$ cat src/rtl/read_region_strided.sv
// Region reader: streams cache lines from a BRAM or FIFO region with a signed
// per-iteration stride, a bounded outstanding-read credit, abort and busy/done status.
module read_region_strided #(
    parameter int ADDR_WIDTH      = 14,
    parameter int LEN_WIDTH       = 14,
    parameter int ITER_WIDTH      = 16,
    parameter int DATA_WIDTH      = 512,
    parameter int MAX_OUTSTANDING = 8
) (
    input  logic                  clk,
    input  logic                  reset_n,
    input  logic                  op_start,
    input  logic [1:0]            cfg_mode,
    input  logic [ADDR_WIDTH-1:0] cfg_offset,
    input  logic [LEN_WIDTH-1:0]  cfg_length,
    input  logic [ITER_WIDTH-1:0] cfg_iterations,
    input  logic [ADDR_WIDTH-1:0] cfg_stride,
    input  logic                  op_abort,
    output logic                  op_busy,
    output logic                  op_done,
    output logic                  op_aborted,
    output logic                  region_re,
    output logic [1:0]            region_rfifobram,
    output logic [ADDR_WIDTH-1:0] region_raddr,
    input  logic                  region_empty,
    input  logic                  region_rvalid,
    input  logic [DATA_WIDTH-1:0] region_rdata,
    output logic                  out_rvalid,
    output logic [DATA_WIDTH-1:0] out_rdata,
    input  logic                  out_almostfull
);

    localparam int OUT_WIDTH = $clog2(MAX_OUTSTANDING) + 1;

    localparam logic [1:0] S_IDLE  = 2'd0;
    localparam logic [1:0] S_ISSUE = 2'd1;
    localparam logic [1:0] S_DRAIN = 2'd2;

    localparam logic [1:0] MODE_BRAM = 2'b01;
    localparam logic [1:0] MODE_FIFO = 2'b10;

    logic [1:0]            r_state;
    logic [1:0]            r_mode;
    logic [LEN_WIDTH-1:0]  r_length;
    logic [ITER_WIDTH-1:0] r_iterations;
    logic [ADDR_WIDTH-1:0] r_stride;
    logic [ADDR_WIDTH-1:0] r_base;
    logic [LEN_WIDTH-1:0]  r_line;
    logic [ITER_WIDTH-1:0] r_iter;
    logic [OUT_WIDTH-1:0]  r_outstanding;
    logic                  r_aborted;
    logic                  r_noop_done;
    logic                  r_out_rvalid;
    logic [DATA_WIDTH-1:0] r_out_rdata;

    logic w_mode_bram;
    logic w_mode_fifo;
    logic w_cfg_valid;
    logic w_credit_ok;
    logic w_issue;
    logic w_abort;
    logic w_last_line;
    logic w_last_iter;
    logic w_return;
    logic w_drain_done;

    assign w_mode_bram  = (r_mode == MODE_BRAM);
    assign w_mode_fifo  = (r_mode == MODE_FIFO);
    assign w_cfg_valid  = ((cfg_mode == MODE_BRAM) || (cfg_mode == MODE_FIFO)) &&
                          (cfg_length != '0) && (cfg_iterations != '0);
    assign w_credit_ok  = (r_outstanding < OUT_WIDTH'(MAX_OUTSTANDING));
    assign w_abort      = (r_state == S_ISSUE) && op_abort;
    assign w_issue      = (r_state == S_ISSUE) && !op_abort && !out_almostfull &&
                          w_credit_ok && !(w_mode_fifo && region_empty);
    assign w_last_line  = (r_line == (r_length - LEN_WIDTH'(1)));
    assign w_last_iter  = (r_iter == (r_iterations - ITER_WIDTH'(1)));
    // Returns with nothing in flight (e.g. stale data after a reset) are forwarded but not counted.
    assign w_return     = region_rvalid && (r_outstanding != '0);
    assign w_drain_done = (r_state == S_DRAIN) && (r_outstanding == '0);

    // Request outputs are combinational so back-pressure, empty and abort act in the same cycle.
    assign region_re        = w_issue;
    assign region_rfifobram = w_issue ? r_mode : 2'b00;
    assign region_raddr     = (w_issue && w_mode_bram) ? (r_base + ADDR_WIDTH'(r_line)) : '0;

    assign op_busy    = (r_state != S_IDLE);
    assign op_done    = r_noop_done || w_drain_done;
    assign op_aborted = w_drain_done && r_aborted;

    assign out_rvalid = r_out_rvalid;
    assign out_rdata  = r_out_rdata;

    always_ff @(posedge clk or negedge reset_n) begin
        if (!reset_n) begin
            r_state      <= S_IDLE;
            r_mode       <= 2'b00;
            r_length     <= '0;
            r_iterations <= '0;
            r_stride     <= '0;
            r_base       <= '0;
            r_line       <= '0;
            r_iter       <= '0;
            r_aborted    <= 1'b0;
            r_noop_done  <= 1'b0;
        end else begin
            r_noop_done <= 1'b0;
            case (r_state)
                S_IDLE: begin
                    if (op_start) begin
                        r_mode       <= cfg_mode;
                        r_length     <= cfg_length;
                        r_iterations <= cfg_iterations;
                        r_stride     <= cfg_stride;
                        r_base       <= cfg_offset;
                        r_line       <= '0;
                        r_iter       <= '0;
                        r_aborted    <= 1'b0;
                        if (w_cfg_valid) begin
                            r_state <= S_ISSUE;
                        end else begin
                            r_noop_done <= 1'b1;
                        end
                    end
                end
                S_ISSUE: begin
                    if (w_abort) begin
                        r_aborted <= 1'b1;
                        r_state   <= S_DRAIN;
                    end else if (w_issue) begin
                        if (w_last_line) begin
                            r_line <= '0;
                            r_iter <= r_iter + ITER_WIDTH'(1);
                            // Stride is two's complement, so a plain wrap-around add applies it signed.
                            if (w_mode_bram) begin
                                r_base <= r_base + r_stride;
                            end
                            if (w_last_iter) begin
                                r_state <= S_DRAIN;
                            end
                        end else begin
                            r_line <= r_line + LEN_WIDTH'(1);
                        end
                    end
                end
                S_DRAIN: begin
                    if (w_drain_done) begin
                        r_aborted <= 1'b0;
                        r_state   <= S_IDLE;
                    end
                end
                default: begin
                    r_state <= S_IDLE;
                end
            endcase
        end
    end

    always_ff @(posedge clk or negedge reset_n) begin
        if (!reset_n) begin
            r_outstanding <= '0;
        end else begin
            case ({w_issue, w_return})
                2'b10:   r_outstanding <= r_outstanding + OUT_WIDTH'(1);
                2'b01:   r_outstanding <= r_outstanding - OUT_WIDTH'(1);
                default: r_outstanding <= r_outstanding;
            endcase
        end
    end

    always_ff @(posedge clk or negedge reset_n) begin
        if (!reset_n) begin
            r_out_rvalid <= 1'b0;
            r_out_rdata  <= '0;
        end else begin
            r_out_rvalid <= region_rvalid;
            r_out_rdata  <= region_rdata;
        end
    end

endmodule

$ cat config.mk
export PLATFORM = sky130hd
export DESIGN_NAME = read_region_strided
export DESIGN_NICKNAME = d
export VERILOG_FILES = /design/src/rtl/read_region_strided.sv
export SDC_FILE = /design/constraint.sdc
export NUM_CORES = 1
export LEC_CHECK = 0
export CAP_MARGIN = 20
export CELL_PAD_IN_SITES_DETAIL_PLACEMENT = 2
export CELL_PAD_IN_SITES_GLOBAL_PLACEMENT = 2
export CORE_AREA = 5 5 428 430
export CTS_CLUSTER_DIAMETER = 80
export DETAILED_ROUTE_END_ITERATION = 10
export DIE_AREA = 0 0 433 435
export HOLD_SLACK_MARGIN = 0.12
export PLACE_DENSITY = 0.4
export REMOVE_ABC_BUFFERS = 1
export SYNTH_ARGS = -nofsm -noshare
export SYNTH_HDL_FRONTEND = slang
export SYNTH_SLANG_ARGS = --single-unit
$ cat constraint.sdc
create_clock -name clk -period 4.7 [get_ports clk]
set_clock_uncertainty 0.05 [all_clocks]
set_input_delay 0.94 -clock clk [delete_from_list [all_inputs] [get_ports clk]]
set_output_delay 0.94 -clock clk [all_outputs]
set_load 0.03 [all_outputs]
---- Word level (Yosys, flattened, before mapping) ----
Cells that the tools add are included.
operators by class
  $add $sub $neg .......................... 8
  magnitude comparators ................... 1
  equal/unequal tests ..................... 21
  mux-type cells .......................... 34
  reductions and logical operators ........ 32
operator list
  cell                     number
  $mux W14                 10
  $mux W16                 4
  $pmux W14 S2             2
  $pmux W16 S2             1
  $add A14 B14 Y14         2
  $add A16 B1 Y16 const B  1
  $eq A16 B16 Y1           1
  $mux W2                  8
  $ne A2 B2 Y1 const B     8
  $reduce_bool A16 Y1      1
  $sub A16 B1 Y16 const B  1
  $add A14 B1 Y14 const B  1
  $eq A14 B14 Y1           1
  $reduce_bool A14 Y1      1
  $sub A14 B1 Y14 const B  1
  $logic_and A1 B1 Y1      12
  $reduce_and A6 Y1        2
  $ne A3 B3 Y1 const B     3
  $eq A2 B1 Y1 const B     4
  $eq A2 B2 Y1 const B     4
  $pmux W4 S2              1
  $reduce_and A4 Y1        2
  $mux W1                  6
  $pmux W2 S3              1
  13 further kinds         18
storage, ports and cells
  bits in registers ....................... 611
  input port bits ......................... 579
  output and inout bits ................... 533
  word-level logic and storage cells ...... 109

---- Logic depth before layout (Yosys ltp) ----
Gate-level depths: netlist (run 1).
  depth in word-level cells ............... 8
  mapped depth ............................ 11
  gate-level depth less buffers ........... 11

---- Worst setup path after synthesis (run 1) ----
OpenSTA, ideal clock, no wires.
  path kind ............................... flip-flop to output port
  start point ............................. reg r_line[0]
  end point ............................... out region_raddr[12]
  arrival ................................. 2.826 ns
  data required time ...................... 3.710 ns
  slack ................................... 0.884 ns
  stages on the path, launching flop included .. 11
  buffers on the path ..................... 0
  cells stage by stage .................... dfrtp_1 > ha_1 > fa_1 > a21o_1 > a21oi_1 > o21bai_1 > a2111o_1 > a41oi_1 > o21ai_0 > xnor2_1 > nor2_1
on the way
  longest elaborated chain between the ends .. 2
ends and longest elaborated chain
  element                   RTL line  RTL
  start: declaration        48        logic [LEN_WIDTH-1:0] r_line;
  start signal: assignment  141       r_line <= r_line + LEN_WIDTH'(1);
  $add A14 B14 Y14          84        assign region_raddr = (w_issue && w_mode_bram) ? (r_base + ADDR_WIDTH'(r_line)) : '0;
  $mux W14                  84
  end: declaration          24        output logic [ADDR_WIDTH-1:0] region_raddr,
No other way between the ends.

---- Worst setup path in the final report (run 1) ----
Same ends and word-level chain as after synthesis.

==> flow_summary.ini, run 1 <==
[detailed_routing]
wl_um = 143700
drtPass1Iterations = 4
drtIter0Drc = 650
vias_per_cell = 3.219
drcViolationCount = 0
vias = 15710
postRouteAntennaNets = 0
wire_per_inst_um = 29.43

[placement]
globalplace.congestion = 0.9309
placedCellCount = 4700
port_buffers = 1111
placed_area_um2 = 33900
pre_cts_slack_ns = 0.4022
place.detailed.hpwl_um = 122000

[worst_setup_path]
startpoint = r_line[0]
crit_required_ns = 3.71
start_kind = register
cp-end-kind = output pin
r2r-start = r_length[0]
critical_path_class = register to output pin
critical_path_arrival_ns = 3.45
path_max_fanout = 6

[die]
rows = 156
die_h_um = 435
die_w_um = 433
design.portCount = 1112
start_util_pct = 10.84
coreArea_um2 = 179400
die-area_um2 = 188400

[power_and_ir_drop]
clkPwrFrac_pct = 39.9
p_leak_nw = 14.82
internal_power_mw = 11.72
p_seq_share_pct = 36.4
powerDensity_nw_per_um2 = 467.5
vdd_drop_max_mv = 0.2344
p_total_mw = 17.29
p_comb_share_pct = 23.7
switching_share_pct = 32.23
p_switching_mw = 5.571

[synthesis]
synth_edf_count = 0
async_flop_share_pct = 100.0
yosys_warnings = 0
avgSynthCellArea_um2 = 16.02
synth_seq_cells = 611
yosys.cell_types.count = 65
synth_cells = 1214
synth_flop_cell = dfrtp_1
synth_area_um2 = 19450
yosysSeqAreaShare_pct = 78.63

[timing]
maxSlewHeadroom_pct = 29.91
max_freq_mhz = 225.2
period_share_pct = 94.47
setup_viol = 0
hold_viol_final = 0
min_period_ns = 4.440
maxSlewViolCount = 0
worst_slack_ns = 0.2601
tightest_slew_ns = 1.051
rsz0062_at_grt = no

[finish]
nets = 3035
layout.cells.non_filler = 4881
final_cell_area_um2 = 36980
utilization_pct = 20.62
fillers = 19560
area_growth_syn_to_layout_pct = 90.17
drive_above_1_share_pct = 10.36

[cts]
cts-root-buf = clkbuf_16
cts_buffer_depth = 3
h-tree-depth = 3
numCtsBuffers = 88
cts_hold_buf = 0
clkLatencyLatePin_ns = 0.70
clock_sinks = 611
cts_tree = built
clk_pin_slew_ns = 0.06

[global_route]
grt_use_total_pct = 15.03
grt_max_degree = 95
overflow = 0
grt_pass1_vias = 18010
grt_antenna_before_repair = 117
grt_pass1_wl_um = 187600

[flow_run]
drv_cap = 0

[worst_hold_path]
hold_path_class = primary input to async pin

[run_status]
status = finished clean
## through the flow
stage          TNS, ns  hold WS [ns]
2_1_floorplan  -170.33        0.4147
5_1_grt              0        0.2064
4_1_cts              0        0.2254
3_5_place_dp         0        0.4614
6_report             0        0.2268
3_3_place_gp         0        0.4501
## area by class of cell
class                      count  area, µm²  share of cell area (%)
antenna                       20      50.05                  0.1353
clock buffer                 119       2470                   6.679
clock inverter                42      533.0                   1.441
inverter                      27      101.3                  0.2741
multi-input combinational    553       3998                   10.81
sequential                   611      15290                   41.35
tap                         2370       2965                   8.019
timing repair buffer        1139      11570                   31.29
## cell usage in the layout, fill, tap and decap left out, types with 30 or more instances in the layout
cell type | synthesis | routed
clkdlybuf4s50_1 | 0 | 1093
mux2_2 | 41 | 41
xor2_1 | 34 | 34
nand2_1 | 52 | 52
xnor2_1 | 48 | 48
o21ai_0 | 48 | 46
nor2_1 | 62 | 61
dfrtp_1 | 611 | 610
a21oi_1 | 32 | 30
clkbuf_16 | 0 | 89
ha_1 | 33 | 33
## state kept, by name, summed over array words and instances (netlist names)
signal,count
out_rdata,512
r_line,14
r_mode,2
r_base,14
r_outstanding,4
r_state,2
r_iterations,16
r_aborted,1
r_noop_done,1
out_rvalid,1
r_stride,14
r_length,14
r_iter,16
## power by group through the flow
stage                     sequential (mW)  combinational [mW]  clock [mW]
after floorplan                      6.66                1.68           0
after global placement               6.38                4.13           0
after detailed placement             6.40                4.19           0
after CTS                            6.32                4.24        7.25
after global routing                 6.37                4.47        7.45
final                                6.29                4.09        6.90
## synthesized netlist by cell type, types with 17 or more instances
cell	n	area share [%]
a21oi_1	32	0.82
clkbuf_1	22	0.42
dfrtp_1	611	79
ha_1	33	2.1
inv_1	27	0.52
mux2_2	41	2.4
nand2_1	52	1.0
nand3_1	21	0.54
nor2_1	62	1.2
nor3_1	21	0.54
nor4_1	17	0.55
o21ai_0	48	1.2
xnor2_1	48	2.2
xor2_1	34	1.5
## repair_timing
item	4_1_cts	5_1_grt
setup buffers	0	0
setup endpoints to repair	3	2
gates resized for setup	7	3
hold endpoints to repair	0	0
cloned	0	0
pin swaps	2	2
## per-layer routing
layer	vias to the layer above	wire length [µm]	global-route usage, %
met1	8103	50800	15.91
met2	646	75320	27.48
met5	-	457	0
met3	280	14160	6.905
met4	72	2931	2.633
li1	6612	-	-
## kinds of logic after synthesis
family / Yosys count / synth area share [%]
multiplexers: 48 / 2.735
AND/OR/NAND/NOR: 248 / 6.994
adder cells (fa/ha/maj): 36 / 2.432
buffers and inverters: 50 / 1.004
AO/OA/AOI/OAI: 139 / 4.517
flip-flops: 611 / 78.63
XOR/XNOR: 82 / 3.693
## worst paths after layout
check / endpoint / slack [ns] / depth (start not counted)
max in group asynchronous: out_rdata[309] / 3.23 / 2
min: r_stride[9] / 0.23 / 1
max reg2reg: r_iter[15] / 1.20 / 10
min in group clk: r_aborted / 0.48 / 2
min reg2reg: r_aborted / 0.48 / 2
max: region_raddr[12] / 0.26 / 11
## worst max-delay path, stage by stage (launching register included)
cell and delay [ns]:
dfrtp_2 0.44, ha_1 0.24, fa_2 0.37, a21o_1 0.19
a21oi_2 0.17, o21bai_1 0.12, a2111o_1 0.43, a41oi_2 0.20
o21ai_1 0.12, xnor2_1 0.25, nor2_2 0.09, buf_12 0.17
Power figures use the tool's default switching activity.
==> inputs of run 2 (changes only) <==
--- a/config.mk
+++ b/config.mk
@@ -8,10 +8,10 @@
 export CAP_MARGIN = 20
 export CELL_PAD_IN_SITES_DETAIL_PLACEMENT = 2
 export CELL_PAD_IN_SITES_GLOBAL_PLACEMENT = 2
-export CORE_AREA = 5 5 428 430
+export CORE_AREA = 8 8 431 433
 export CTS_CLUSTER_DIAMETER = 80
 export DETAILED_ROUTE_END_ITERATION = 10
-export DIE_AREA = 0 0 433 435
+export DIE_AREA = 0 0 439 441
 export HOLD_SLACK_MARGIN = 0.12
 export PLACE_DENSITY = 0.4
 export REMOVE_ABC_BUFFERS = 1
==> flow_summary.ini, run 2 (synthesized netlist as in run 1, its figures left out) <==
[run_status]
status = finished clean

[detailed_routing]
postRouteAntennaNets = 0
vias_per_cell = 3.254
wl_um = 148400
drtIter0Drc = 567
wire_per_inst_um = 30.30
drcViolationCount = 0
vias = 15940
drtPass1Iterations = 4

[worst_setup_path]
critical_path_class = register to output pin
cp-end-kind = output pin
path_max_fanout = 6
crit_chain = ha_1, fa_2, a21o_1, a21oi_2, o21bai_1, a2111o_1, a41oi_2, o21ai_1, xnor2_1, nor2_2, buf_12
start_kind = register
max_stage_delay_ns = 0.45
critical_path_arrival_ns = 3.51
crit_required_ns = 3.71
critPathSlowestCell = dfrtp_2

[timing]
hold_viol_final = 0
tightest_slew_ns = 1.037
rsz0062_at_grt = no
max_freq_mhz = 222.4
setup_viol = 0
maxSlewHeadroom_pct = 30.67
hold_slack_ns = 0.1183
min_period_ns = 4.496
period_share_pct = 95.66
maxSlewViolCount = 0
setup-tns-final_ns = 0

[global_route]
grt.busiest_layer = met2
met2_usage_pct = 27.11
met1_usage_pct = 15.64
grtUsageMet3_pct = 6.118
grt_use_total_pct = 14.87
grt_antenna_before_repair = 139
grt_max_degree = 85
grt_pass1_vias = 18470
grt_pass1_wl_um = 192300
overflow = 0

[die]
design.portCount = 1112
rows = 156
coreArea_um2 = 179200
die_w_um = 439
die_h_um = 441
die-area_um2 = 193600
start_util_pct = 10.85

[cts]
clkLatencyLatePin_ns = 0.71
cts_buffer_depth = 3
clock_sinks = 611
cts-root-buf = clkbuf_16
numCtsBuffers = 89
h-tree-depth = 3
cts_tree = built
clk_pin_slew_ns = 0.05

[finish]
layout_common_cells = 1096 x clkdlybuf4s50_1, 610 x dfrtp_1, 90 x clkbuf_16, 61 x nor2_1, 52 x nand2_1
utilization_pct = 20.68
largest_reg_flops = 512
final_cell_area_um2 = 37060
drive_above_1_share_pct = 10.19
final_common_cell = clkdlybuf4s50_1
nets = 3036
layout.cells.non_filler = 4898
area_growth_syn_to_layout_pct = 90.58

[placement]
port_buffers = 1111
place.detailed.hpwl_um = 127000
placed_area_um2 = 33850
placedCellCount = 4698
globalplace.congestion = 0.8452

[power_and_ir_drop]
vdd_drop_max_mv = 0.2727
powerDensity_nw_per_um2 = 470.7
p_leak_nw = 14.82

[worst_hold_path]
hold_path_class = primary input to async pin

[flow_run]
drv_cap = 0
## run 2: cell type report
type	count	area, µm²
Fill cell	19690	142100
Sequential cell	611	15290
Timing Repair Buffer	1139	11550
Multi-Input combinational cell	553	4005
Tap cell	2370	2965
Clock buffer	128	2585
Clock inverter	35	479.2
Inverter	27	101.3
Antenna cell	35	87.58
## run 2: final timing paths
| path | start | to | cells after the start | slack (ns) |
|---|---|---|---|---|
| worst max-delay path | r_line[0] | region_raddr[12] | 11 | 0.20 |
| worst max register to register | r_length[0] | r_iter[4] | 11 | 1.01 |
| min in group clk | r_stride[12] | r_stride[12] | 1 | 0.48 |
| worst min register to register | r_stride[12] | r_stride[12] | 1 | 0.48 |
| max in group asynchronous | reset_n | out_rdata[64] | 2 | 3.13 |
| worst min-delay path | reset_n | out_rdata[203] | 1 | 0.12 |
## run 2: where the power goes
part | internal, mW | total, mW | switching [mW] | leakage, nW
registers | 5.79 | 6.29 | 0.507 | 7.21
logic | 1.80 | 4.10 | 2.30 | 6.13
clock network | 4.24 | 7.05 | 2.81 | 1.49
## run 2: stage by stage
step                power [mW]  setup slack, ns
finish                   17.45           0.2038
global route             18.36          0.01158
CTS                      17.89         -0.02156
detailed placement       10.56           0.4589
global placement         10.49           0.5202
floorplan                8.340           -2.899
## run 2: per-layer routing
metal | up-vias | wire (µm)
met3 | 309 | 12620
met5 | - | 485
met4 | 78 | 4792
met1 | 8195 | 52880
li1 | 6640 | -
met2 | 714 | 77630
## run 2: timing repair
action / CTS / global route
pin swaps: 1 / 4
endpoints found under the hold margin: 0 / 0
gates resized for setup: 6 / 3
setup endpoints to repair: 4 / 3
hold buffers: 0 / 0
buffers inserted: 0 / 1
## run 2: critical path, delay by kind of cell, from the launching register on
| family | cells | cell delay, ns |
|---|---|---|
| flip-flops | 1 | 0.45 |
| XOR/XNOR | 1 | 0.24 |
| AND/OR/NAND/NOR | 1 | 0.08 |
| buffers and inverters | 1 | 0.14 |
| adder cells (fa/ha/maj) | 2 | 0.59 |
| AO/OA/AOI/OAI | 6 | 1.29 |
